`src/rtl/sad_ctrl.sv`:
```
// rtl/sad_ctrl.sv - Sequencing controller for the 4-pixel SAD datapath (optional best-candidate tracking: SAD_CTRL_BEST_EN)
module sad_ctrl #(
    parameter int NUM_GROUPS = 8,
    parameter int GROUP_AW   = 3,
    parameter int NUM_CAND   = 16,
    parameter int CAND_AW    = 7,
    parameter int SAD_WIDTH  = 13
) (
    input  logic                 clk,
    input  logic                 rst,
    input  logic                 start,
    output logic [GROUP_AW-1:0]  ori_addr,
    output logic [CAND_AW-1:0]   can_addr,
    output logic                 dp_rst,
    output logic                 dp_en_in,
    output logic                 dp_en_acum,
    output logic                 dp_en_out,
    input  logic [SAD_WIDTH-1:0] sad_in,
    output logic                 busy,
    output logic                 sad_valid,
    output logic [CAND_AW-1:0]   cand_idx,
    output logic                 done
`ifdef SAD_CTRL_BEST_EN
    ,
    output logic [SAD_WIDTH-1:0] best_sad,
    output logic [CAND_AW-1:0]   best_idx
`endif
);

    typedef enum logic [2:0] {
        S_IDLE,
        S_CLEAR,
        S_FETCH,
        S_DRAIN,
        S_CAPTURE,
        S_DONE
    } state_t;

    state_t               state_q, state_d;
    logic                 drain_q, drain_d;
    logic [GROUP_AW-1:0]  ori_addr_q, ori_addr_d;
    logic [CAND_AW-1:0]   can_addr_q, can_addr_d;
    logic [CAND_AW-1:0]   cand_q, cand_d;
    logic                 dp_rst_q, dp_rst_d;
    logic                 en_in_q, en_in_d;
    logic                 last1_q, last1_d;
    logic                 en_acum_q, en_acum_d;
    logic                 en_out_q, en_out_d;
    logic                 busy_q, busy_d;
    logic                 sad_valid_q, sad_valid_d;
    logic                 done_q, done_d;
    logic                 last_group;
    logic                 last_cand;
`ifdef SAD_CTRL_BEST_EN
    logic [SAD_WIDTH-1:0] best_sad_q, best_sad_d;
    logic [CAND_AW-1:0]   best_idx_q, best_idx_d;
`else
    logic                 sad_in_unused;
    assign sad_in_unused = ^sad_in;
`endif

    assign last_group = (ori_addr_q == GROUP_AW'(NUM_GROUPS - 1));
    assign last_cand  = (cand_q == CAND_AW'(NUM_CAND - 1));

    always_ff @(posedge clk or posedge rst) begin
        if (rst) begin
            state_q     <= S_IDLE;
            drain_q     <= 1'b0;
            ori_addr_q  <= '0;
            can_addr_q  <= '0;
            cand_q      <= '0;
            dp_rst_q    <= 1'b1;
            en_in_q     <= 1'b0;
            last1_q     <= 1'b0;
            en_acum_q   <= 1'b0;
            en_out_q    <= 1'b0;
            busy_q      <= 1'b0;
            sad_valid_q <= 1'b0;
            done_q      <= 1'b0;
`ifdef SAD_CTRL_BEST_EN
            best_sad_q  <= '1;
            best_idx_q  <= '0;
`endif
        end else begin
            state_q     <= state_d;
            drain_q     <= drain_d;
            ori_addr_q  <= ori_addr_d;
            can_addr_q  <= can_addr_d;
            cand_q      <= cand_d;
            dp_rst_q    <= dp_rst_d;
            en_in_q     <= en_in_d;
            last1_q     <= last1_d;
            en_acum_q   <= en_acum_d;
            en_out_q    <= en_out_d;
            busy_q      <= busy_d;
            sad_valid_q <= sad_valid_d;
            done_q      <= done_d;
`ifdef SAD_CTRL_BEST_EN
            best_sad_q  <= best_sad_d;
            best_idx_q  <= best_idx_d;
`endif
        end
    end

    always_comb begin
        state_d    = state_q;
        drain_d    = drain_q;
        ori_addr_d = ori_addr_q;
        can_addr_d = can_addr_q;
        cand_d     = cand_q;
`ifdef SAD_CTRL_BEST_EN
        best_sad_d = best_sad_q;
        best_idx_d = best_idx_q;
`endif
        case (state_q)
            S_IDLE: begin
                if (start) begin
                    state_d    = S_CLEAR;
                    cand_d     = '0;
                    ori_addr_d = '0;
                    can_addr_d = '0;
`ifdef SAD_CTRL_BEST_EN
                    best_sad_d = '1;
                    best_idx_d = '0;
`endif
                end
            end
            S_CLEAR: state_d = S_FETCH;
            S_FETCH: begin
                if (last_group) begin
                    state_d = S_DRAIN;
                    drain_d = 1'b0;
                end else begin
                    ori_addr_d = ori_addr_q + 1'b1;
                    can_addr_d = can_addr_q + 1'b1;
                end
            end
            S_DRAIN: begin
                if (drain_q) state_d = S_CAPTURE;
                else         drain_d = 1'b1;
            end
            S_CAPTURE: begin
`ifdef SAD_CTRL_BEST_EN
                // Strict compare so that ties keep the earlier candidate.
                if (sad_in < best_sad_q) begin
                    best_sad_d = sad_in;
                    best_idx_d = cand_q;
                end
`endif
                if (last_cand) begin
                    state_d = S_DONE;
                end else begin
                    state_d    = S_CLEAR;
                    cand_d     = cand_q + 1'b1;
                    ori_addr_d = '0;
                    can_addr_d = can_addr_q + 1'b1;
                end
            end
            S_DONE:  state_d = S_IDLE;
            default: state_d = S_IDLE;
        endcase

        dp_rst_d    = (state_d == S_CLEAR);
        busy_d      = (state_d != S_IDLE);
        sad_valid_d = (state_d == S_CAPTURE);
        done_d      = (state_d == S_DONE);

        // Enables trail the address by one (memory latency) and two (accumulate) cycles.
        en_in_d   = (state_q == S_FETCH);
        last1_d   = (state_q == S_FETCH) && last_group;
        en_acum_d = en_in_q && !last1_q;
        en_out_d  = en_in_q && last1_q;
    end

    assign ori_addr   = ori_addr_q;
    assign can_addr   = can_addr_q;
    assign dp_rst     = dp_rst_q;
    assign dp_en_in   = en_in_q;
    assign dp_en_acum = en_acum_q;
    assign dp_en_out  = en_out_q;
    assign busy       = busy_q;
    assign sad_valid  = sad_valid_q;
    assign cand_idx   = cand_q;
    assign done       = done_q;
`ifdef SAD_CTRL_BEST_EN
    assign best_sad   = best_sad_q;
    assign best_idx   = best_idx_q;
`endif

endmodule

```
`config.mk`:
```
export PLATFORM = sky130hd
export DESIGN_NAME = sad_ctrl
export DESIGN_NICKNAME = d
export VERILOG_FILES = /design/src/rtl/sad_ctrl.sv
export SDC_FILE = /design/constraint.sdc
export NUM_CORES = 1
export LEC_CHECK = 0
export BUFFER_PORTS_ARGS = -buffer_cell sky130_fd_sc_hd__buf_2
export CAP_MARGIN = 25
export CORE_MARGIN = 8
export CORE_UTILIZATION = 40
export DETAILED_ROUTE_END_ITERATION = 10
export PLACE_DENSITY = 0.72
export SYNTH_ARGS = -nofsm -noshare
export SYNTH_HDL_FRONTEND = slang
export SYNTH_SLANG_ARGS = --single-unit
```
`constraint.sdc`:
```
create_clock -name clk -period 2.1 [get_ports clk]
set_clock_uncertainty 0.05 [all_clocks]
set_input_delay 0.105 -clock clk [delete_from_list [all_inputs] [get_ports clk]]
set_output_delay 0.105 -clock clk [all_outputs]
set_load 0.05 [all_outputs]
```
==> summary.txt, run 1 <==
Logic synthesis
  • Register area share after synthesis: 0.525
  • Warnings, synthesis: 0
  • Ys flop type: dfrtp_1
  • Synth async-reset ratio: 1.00
  • Syn Nets: 149
  • Synth Register Bits: 29
  • Synth Instances: 129
  • Cell variety after synth: 36
  • Share of Yosys cell area claimed by the top area cell type: 0.506
  • Post-synth top area cell: dfrtp_1
  • Number of synthesized flops with an enable pin: 0
  • Syn avg cell area: 10.7 sq um
  • Cell Area, Synth: 1380 sq um
  • Top post-synthesis cells by area: dfrtp_1 (51%), ha_1 (3.6%), nand3_1 (3.3%)

GRT
  • Tot GR Track Use: 0.130
  • Global-route wire length before repair: 5460 um
  • Largest net degree at the start of global routing: 23
  • Vias in the first global route: 1231
  • Initial antenna violation count: 0
  • GRT overflow: 0

Power
  • Gate power share: 0.047
  • Clk pwr share: 0.478
  • Pwr per Cell Area: 697 nW/um^2
  • VDD IR max: 610 uV
  • P_leak: 0.861 nW
  • Reg power frac: 0.475
  • NetSw: 254 uW
  • Internal power: 947 uW
  • Sw Ratio: 0.211

Worst setup path
  • WP data required: 2.27 ns
  • Worst Setup Path Type: reg2reg
  • CP Launch Type: register
  • Worst-path maximum fanout: 5
  • CP Capture Type: register
  • Crit path arrival time: 2.13 ns
  • R2R depth: 6

Timing
  • Relative slew slack: 0.451
  • Crit share post-route: 0.929
  • Setup tns final: 0 ns
  • Achievable Freq: 512 MHz
  • Worst-Margin Slew: 0.823 ns
  • Final Hold Fails: 0
  • Setup violators final: 0
  • Fin crit period: 1.95 ns
  • RSZ-0062 raised after global routing: false
  • Final Max Slew Viols: 0

Clock network
  • Clk slew on worst S/H paths: 0.10 ns
  • CTS tree: built
  • CTS sink cnt: 29
  • Root Driver: clkbuf_4
  • CTS buffer count: 5
  • Skew-Pair Late Insertion Delay: 0.34 ns
  • Post-CTS resize count: 0
  • CTS H-Tree Depth: 2
  • CTS Buffer Depth: 2

Drt
  • Via density per instance: 5.26
  • DRC Markers: 0
  • Routed length per placed instance: 14.5 um
  • Antenna-violating nets left: 0
  • DR iter-0 viols: 57
  • Pre-Repair DR Iteration Count: 4
  • Vias: 1126
  • Post-Route WL: 3110 um

Cells and area
  • Finished Layout Cells: 214
  • Final Util: 0.517
  • Layout cells sized above 1: 0.292
  • Area grow syn2layout: 24.6%
  • Fill cells: 317
  • N_diodes: 0
  • Final net count: 187

Die
  • Initial Utilization: 0.415
  • Rows: 21
  • Core region area: 3340 sq um
  • Die area: 5600 sq um
  • DIE WIDTH: 74.8 um
  • I/O pin count: 40
  • Chip height: 74.8 um

Place
  • Placed Cells: 205
  • DPL Wire Length: 2360 um
  • IO Port Bufs: 26
  • RePlAce Congestion: 0.850

Worst hold path
  • Hold WC Path Type: in2reg
  • Hold Path Cell Cnt: 3

Outcome
  • Outcome: finished, final reports clean

Flow run
  • MaxCap Viol Count: 0
[logic make-up after synthesis]
group | after synthesis | share of synthesized area
compound gates | 28 | 0.144
xor+xnor | 2 | 0.0127
fa+ha+maj | 4 | 0.0362
buf+inv | 7 | 0.0208
flops | 29 | 0.525
mux | 4 | 0.0298
simple gates | 55 | 0.231
[power groups by stage]
| stage | Sequential [mW] | Combinational (mW) | Clock (mW) |
|---|---|---|---|
| global placement | 0.581 | 0.0550 | 0 |
| detailed placement | 0.581 | 0.0567 | 0 |
| finish | 0.570 | 0.0567 | 0.574 |
| global route | 0.572 | 0.0626 | 0.614 |
| CTS | 0.570 | 0.0581 | 0.584 |
| floorplan | 0.599 | 0.0201 | 0 |
[critical path, stage by stage (launching register included)]
cell     delay (ns)
dfrtp_2        0.43
ha_1           0.20
ha_1           0.27
nor4b_4        0.33
nor2_2         0.10
and2_1         0.20
mux2_2         0.26
[what timing repair did]
item	4_1_cts	5_1_grt
hold buffers	1	0
endpoints found under the hold margin	19	0
setup buffers	0	0
[area by class of cell]
class / instances / area, sq um / share of cell area
clock buffer: 5 / 37.5 / 0.0218
clock inverter: 3 / 65.1 / 0.0377
tap: 46 / 57.6 / 0.0334
sequential: 29 / 728 / 0.422
inverter: 4 / 15.0 / 0.00871
timing repair buffer: 34 / 193 / 0.112
multi-input combinational: 93 / 628 / 0.364
[layout by cell type, fill, tap and decap left out, drive strengths merged]
master and instances:
clkinv 1, o31ai 2, nand2b 2, nor3 4, nor2b 3, mux2 1
inv 4, o211ai 2, nor4 2, nand4 2, nor3b 3, mux2i 3
dfrtp 28, ha 4, a21o 3, dfstp 1, a311oi 1, a22o 5
a21oi 2, a32o 2, and3 4, or2 2, nor4b 2, buf 33
o21ai 9, or3 1, and2 3, bufinv 2, o22ai 2, nand2 7
xor2 2, clkbuf 5, dlygate4sd3 1, nor2 11, nand3 9
[cells in the mapped netlist, types with 2 or more instances]
| library cell | instances |
|---|---|
| nor4_1 | 2 |
| ha_1 | 4 |
| o22ai_1 | 2 |
| inv_1 | 4 |
| buf_2 | 2 |
| nand2_1 | 7 |
| a21o_1 | 3 |
| a21oi_1 | 2 |
| and3_1 | 4 |
| a32o_1 | 2 |
| o211ai_1 | 2 |
| nor3_1 | 4 |
| nand2b_1 | 2 |
| nor2_1 | 10 |
| and2_1 | 3 |
| dfrtp_1 | 28 |
| a22o_1 | 5 |
| or2_1 | 2 |
| nand4_1 | 2 |
| nand3_1 | 9 |
| xor2_1 | 2 |
| o21ai_0 | 4 |
| o31ai_1 | 2 |
| o21ai_1 | 5 |
| nor3b_1 | 2 |
| mux2i_1 | 3 |
| nor2b_1 | 3 |
[metrics by stage]
stage          power [mW]  worst slack [ns]  hold slack [ns]  area [sq um]
2_1_floorplan       0.620            0.0173            0.132          1390
3_3_place_gp        0.636             0.197            0.232          1610
3_5_place_dp        0.638             0.160            0.260          1610
4_1_cts              1.21             0.142           0.0466          1720
5_1_grt              1.25            0.0465           0.0505          1720
6_report             1.20             0.149           0.0547          1720
[state kept, by name, indices dropped and copies added, names as in the netlist, 3 cells and up]
signal / flops
state_q: 3
cand_idx: 7
ori_addr: 3
can_addr: 7
[path summary, 6_finish.rpt]
path / start / end / slack, ns
max in group asynchronous: rst / cand_idx[4] / 1.01
min reg2reg: last1_q / dp_en_acum / 0.39
max: ori_addr[0] / ori_addr[0] / 0.15
min: start / state_q[0] / 0.05
min in group asynchronous: rst / cand_idx[0] / 0.40
max reg2reg: ori_addr[0] / ori_addr[0] / 0.15
[layer usage]
metal / up-vias / share of wire / wire length, um / track usage
met3: 7 / 0.058 / 180 / 0.0453
met5: - / 0 / 0 / 0
li1: 550 / - / - / -
met1: 539 / 0.42 / 1300 / 0.136
met2: 30 / 0.50 / 1550 / 0.214
met4: 0 / 0.028 / 87 / 0.0891
Power figures use the tool's default switching activity.
==> run 2, diff against run 1 <==
--- a/config.mk
+++ b/config.mk
@@ -5,12 +5,15 @@
 export SDC_FILE = /design/constraint.sdc
 export NUM_CORES = 1
 export LEC_CHECK = 0
+export ABC_AREA = 1
 export BUFFER_PORTS_ARGS = -buffer_cell sky130_fd_sc_hd__buf_2
 export CAP_MARGIN = 25
+export CELL_PAD_IN_SITES_DETAIL_PLACEMENT = 1
+export CELL_PAD_IN_SITES_GLOBAL_PLACEMENT = 1
 export CORE_MARGIN = 8
-export CORE_UTILIZATION = 40
+export CORE_UTILIZATION = 37
 export DETAILED_ROUTE_END_ITERATION = 10
-export PLACE_DENSITY = 0.72
+export PLACE_DENSITY = 0.86
 export SYNTH_ARGS = -nofsm -noshare
 export SYNTH_HDL_FRONTEND = slang
 export SYNTH_SLANG_ARGS = --single-unit
==> run 2 against run 1 <==
Sequential share of layout area down 1.5 points. Sequential power down 2%. Global-route usage down 0.24 points. Fmax up 19%. Clock-buffer cell count up 2. Setup slack better by 0.31 ns. Non-clock buffer count down 6. Register-to-register slack better by 0.31 ns. Area after synthesis up 5.4%. Clock power up 3%. Synthesized cell count up 36%. Largest cell class unchanged.
==> summary.txt, run 2 <==
Worst setup path
  • Crit path max-delay family: simple AND/OR/NAND/NOR gates
  • Critical path buffers and inverters: 1 (+1)
  • Crit path arrival time: 1.76 ns (-0.37 ns)
  • Worst R2R End: can_addr[6]
  • CP Launch Type: register
  • Slowest cell delay on critical path: 0.40 ns (-0.03 ns)
  • R2r setup slk: 0.46 ns (+0.31 ns)
  • R2R depth: 8 (+2)
  • Worst Setup Path Type: reg2reg
  • WP data required: 2.22 ns (-0.05 ns)
  • Worst r2r src: ori_addr[0]
  • CP max stage cell: dfrtp_1
  • Crit-path cells: ha_1, ha_1, nand4_2, nand2_1, inv_2, nand3_4, nand2_1, nand2_1
  • Worst-path maximum fanout: 10 (+5)
  • CP Capture Type: register
  • Worst path most repeated cell: nand2_1

Die
  • Chip height: 78.8 um (+5.3%)
  • Rows: 23 (+9.5%)
  • DIE WIDTH: 78.8 um (+5.3%)
  • Die area: 6210 sq um (+11%)
  • I/O pin count: 40 (unchanged)
  • Initial Utilization: 0.376 (-0.0392)
  • Core region area: 3880 sq um (+16%)

Place
  • IO Port Bufs: 26 (unchanged)
  • RePlAce Congestion: 0.775 (-8.8%)
  • DPL Wire Length: 2700 um (+14%)
  • Placement Cell Area: 1660 sq um (+2.9%)
  • Placed Cells: 253 (+23%)
  • Pre-CTS setup slack: 0.438 ns (+0.278 ns)

Clock network
  • CTS tree: built
  • Clk slew on worst S/H paths: 0.06 ns (-0.04 ns)
  • Root Driver: clkbuf_8
  • CTS sink cnt: 29 (unchanged)
  • CTS buffer count: 5 (unchanged)
  • Skew-Pair Late Insertion Delay: 0.28 ns (-0.06 ns)
  • CTS H-Tree Depth: 2 (unchanged)
  • CTS Buffer Depth: 2 (unchanged)
  • Post-CTS Repair Setup Buffers: 0 (unchanged)

Logic synthesis
  • Synth top cells by count: nand2_1 (53), dfrtp_1 (28), inv_1 (23)
  • Share of Yosys cell area claimed by the top area cell type: 0.480 (-0.0261)
  • Top post-synthesis cells by area: dfrtp_1 (48%), nand2_1 (14%), inv_1 (5.9%)
  • Number of synthesized flops with an enable pin: 0 (unchanged)
  • Ys flop type: dfrtp_1
  • Warnings, synthesis: 0 (unchanged)
  • Post-synth top area cell: dfrtp_1
  • Syn avg cell area: 8.29 sq um (-23%)
  • Register area share after synthesis: 0.498 (-0.0270)
  • Cell Area, Synth: 1460 sq um (+5.4%)
  • Syn Nets: 196 (+32%)
  • Cell variety after synth: 26 (-28%)
  • Most frequent cell after synthesis: nand2_1
  • Synth Register Bits: 29 (unchanged)
  • Synth Instances: 176 (+36%)
  • Synth async-reset ratio: 1.00 (unchanged)

Worst hold path
  • Hold WC Path Type: in2reg
  • Hold Path Cell Cnt: 3 (unchanged)
  • Worst Min Path Start: start
  • Worst Hold Path EP: dp_rst

Drt
  • Vias: 1293 (+15%)
  • Post-Route WL: 3530 um (+13%)
  • Pre-Repair DR Iteration Count: 4 (unchanged)
  • DRC Markers: 0 (unchanged)
  • Antenna-violating nets left: 0 (unchanged)
  • Via density per instance: 4.94 (-6.2%)
  • Routed length per placed instance: 13.5 um (-7.3%)
  • DR iter-0 viols: 88 (+54%)

Timing
  • Achievable Freq: 609 MHz (+19%)
  • Final Hold Fails: 0 (unchanged)
  • Relative slew slack: 0.609 (+0.158)
  • Worst-Margin Slew: 0.586 ns (-0.236 ns)
  • Fin crit period: 1.64 ns (-0.308 ns)
  • RSZ-0062 raised after global routing: false
  • Crit share post-route: 0.782 (-0.147)
  • Setup violators final: 0 (unchanged)
  • Final Max Slew Viols: 0 (unchanged)
  • Worst setup margin: 0.457 ns (+0.308 ns)
  • Setup tns final: 0 ns (unchanged)

Cells and area
  • Multi-input gate area: 628 sq um (unchanged)
  • Area grow syn2layout: 22.4%
  • Layout cells sized above 1: 0.236 (-0.0558)
  • Finished Layout Cells: 262 (+22%)
  • Fill cells: 489 (+54%)
  • N_diodes: 0 (unchanged)
  • Most common cell after layout, fill and taps aside: nand2_1
  • Commonest cells after routing, fill and taps aside: nand2_1 (53), dfrtp_1 (28), buf_2 (26)
  • Final net count: 231 (+24%)
  • Storage element area: 727 sq um (-0.17%)
  • Final instance area: 1790 sq um (+3.6%)

GRT
  • Global-route wire length before repair: 6290 um (+15%)
  • Largest net degree at the start of global routing: 16 (-30%)
  • Tot GR Track Use: 0.128 (-0.00243)
  • GRT overflow: 0 (unchanged)
  • Vias in the first global route: 1385 (+13%)
  • Initial antenna violation count: 0 (unchanged)

Power
  • Pwr per Cell Area: 653 nW/um^2 (-6.3%)
  • Gate power share: 0.014 (-0.033)
  • Sw Ratio: 0.186 (-0.0255)
  • Internal power: 949 uW (+0.20%)
  • Reg power frac: 0.479 (+0.004)
  • VDD IR max: 458 uV (-25%)
  • Clk pwr share: 0.507 (+0.029)
  • P_leak: 1.05 nW (+22%)
  • NetSw: 217 uW (-15%)

Outcome
  • Outcome: finished, final reports clean

Flow run
  • MaxCap Viol Count: 0 (unchanged)
==> run 2: cell types whose count changed after synthesis, sizes merged, moves of 4 or more <==
cell and change:
a22o -5, nand4 +9, nand3 +8, nor3 -4
inv +23, nand2 +49, nor2 +8, and3 -4
==> run 2: how the worst max path moves through the flow <==
stage               cells past startpoint           to        start
finish                                  8  can_addr[6]  ori_addr[0]
global route                            8  can_addr[6]  ori_addr[0]
CTS                                     8  can_addr[6]  ori_addr[0]
detailed placement                      8  can_addr[6]  ori_addr[0]
global placement                        8  can_addr[6]  ori_addr[0]
floorplan                               8  can_addr[4]  ori_addr[0]
==> run 2: timing repair <==
item | CTS | global route
hold buffers | 1 | 0
hold endpoints to repair | 13 | 0
resized for setup | 0 | 0
==> run 2: worst min-delay path, stage by stage <==
cell     delay (ns)
buf_2          0.11
nand3_1        0.15
o21ai_2        0.14
==> run 2: cells by family (layout without fill, tap and decap cells) <==
logic type | Yosys count | in the layout | share of synthesized area
fa+ha+maj | 4 | 4 | 0.0343
simple gates | 105 | 105 | 0.346
xor+xnor | 2 | 2 | 0.0120
flops | 29 | 29 | 0.498
buf+inv | 27 | 63 | 0.0712
compound gates | 9 | 9 | 0.0377
==> run 2: cell type report <==
class | instances | share of cell area
clock buffers | 7 | 0.0484
clock inverters | 1 | 0.0168
inverters | 27 | 0.0582
multi-input cells | 120 | 0.352
flip-flops and latches | 29 | 0.407
well taps | 50 | 0.0350
repair buffers | 28 | 0.0827
==> run 2: stage by stage <==
stage	utilization	hold WS (ns)	total power, mW
floorplan	-	0.132	0.578
global placement	0.427	0.143	0.585
detailed placement	0.427	0.156	0.585
CTS	0.460	0.208	1.19
global route	0.460	0.258	1.21
finish	0.460	0.213	1.17
==> run 2: metal layers <==
metal	share of wire	track usage	vias to the layer above
met4	0.021	0.0630	0
li1	-	-	632
met3	0.050	0.0463	7
met1	0.41	0.135	630
met5	0	0	-
met2	0.51	0.220	24
==> run 2: power groups by stage <==
stage	registers (mW)	clock network, mW	logic, mW
CTS	0.559	0.609	0.0179
finish	0.559	0.591	0.0163
floorplan	0.569	0	0.00859
global route	0.558	0.631	0.0198
detailed placement	0.569	0	0.0164
global placement	0.569	0	0.0158
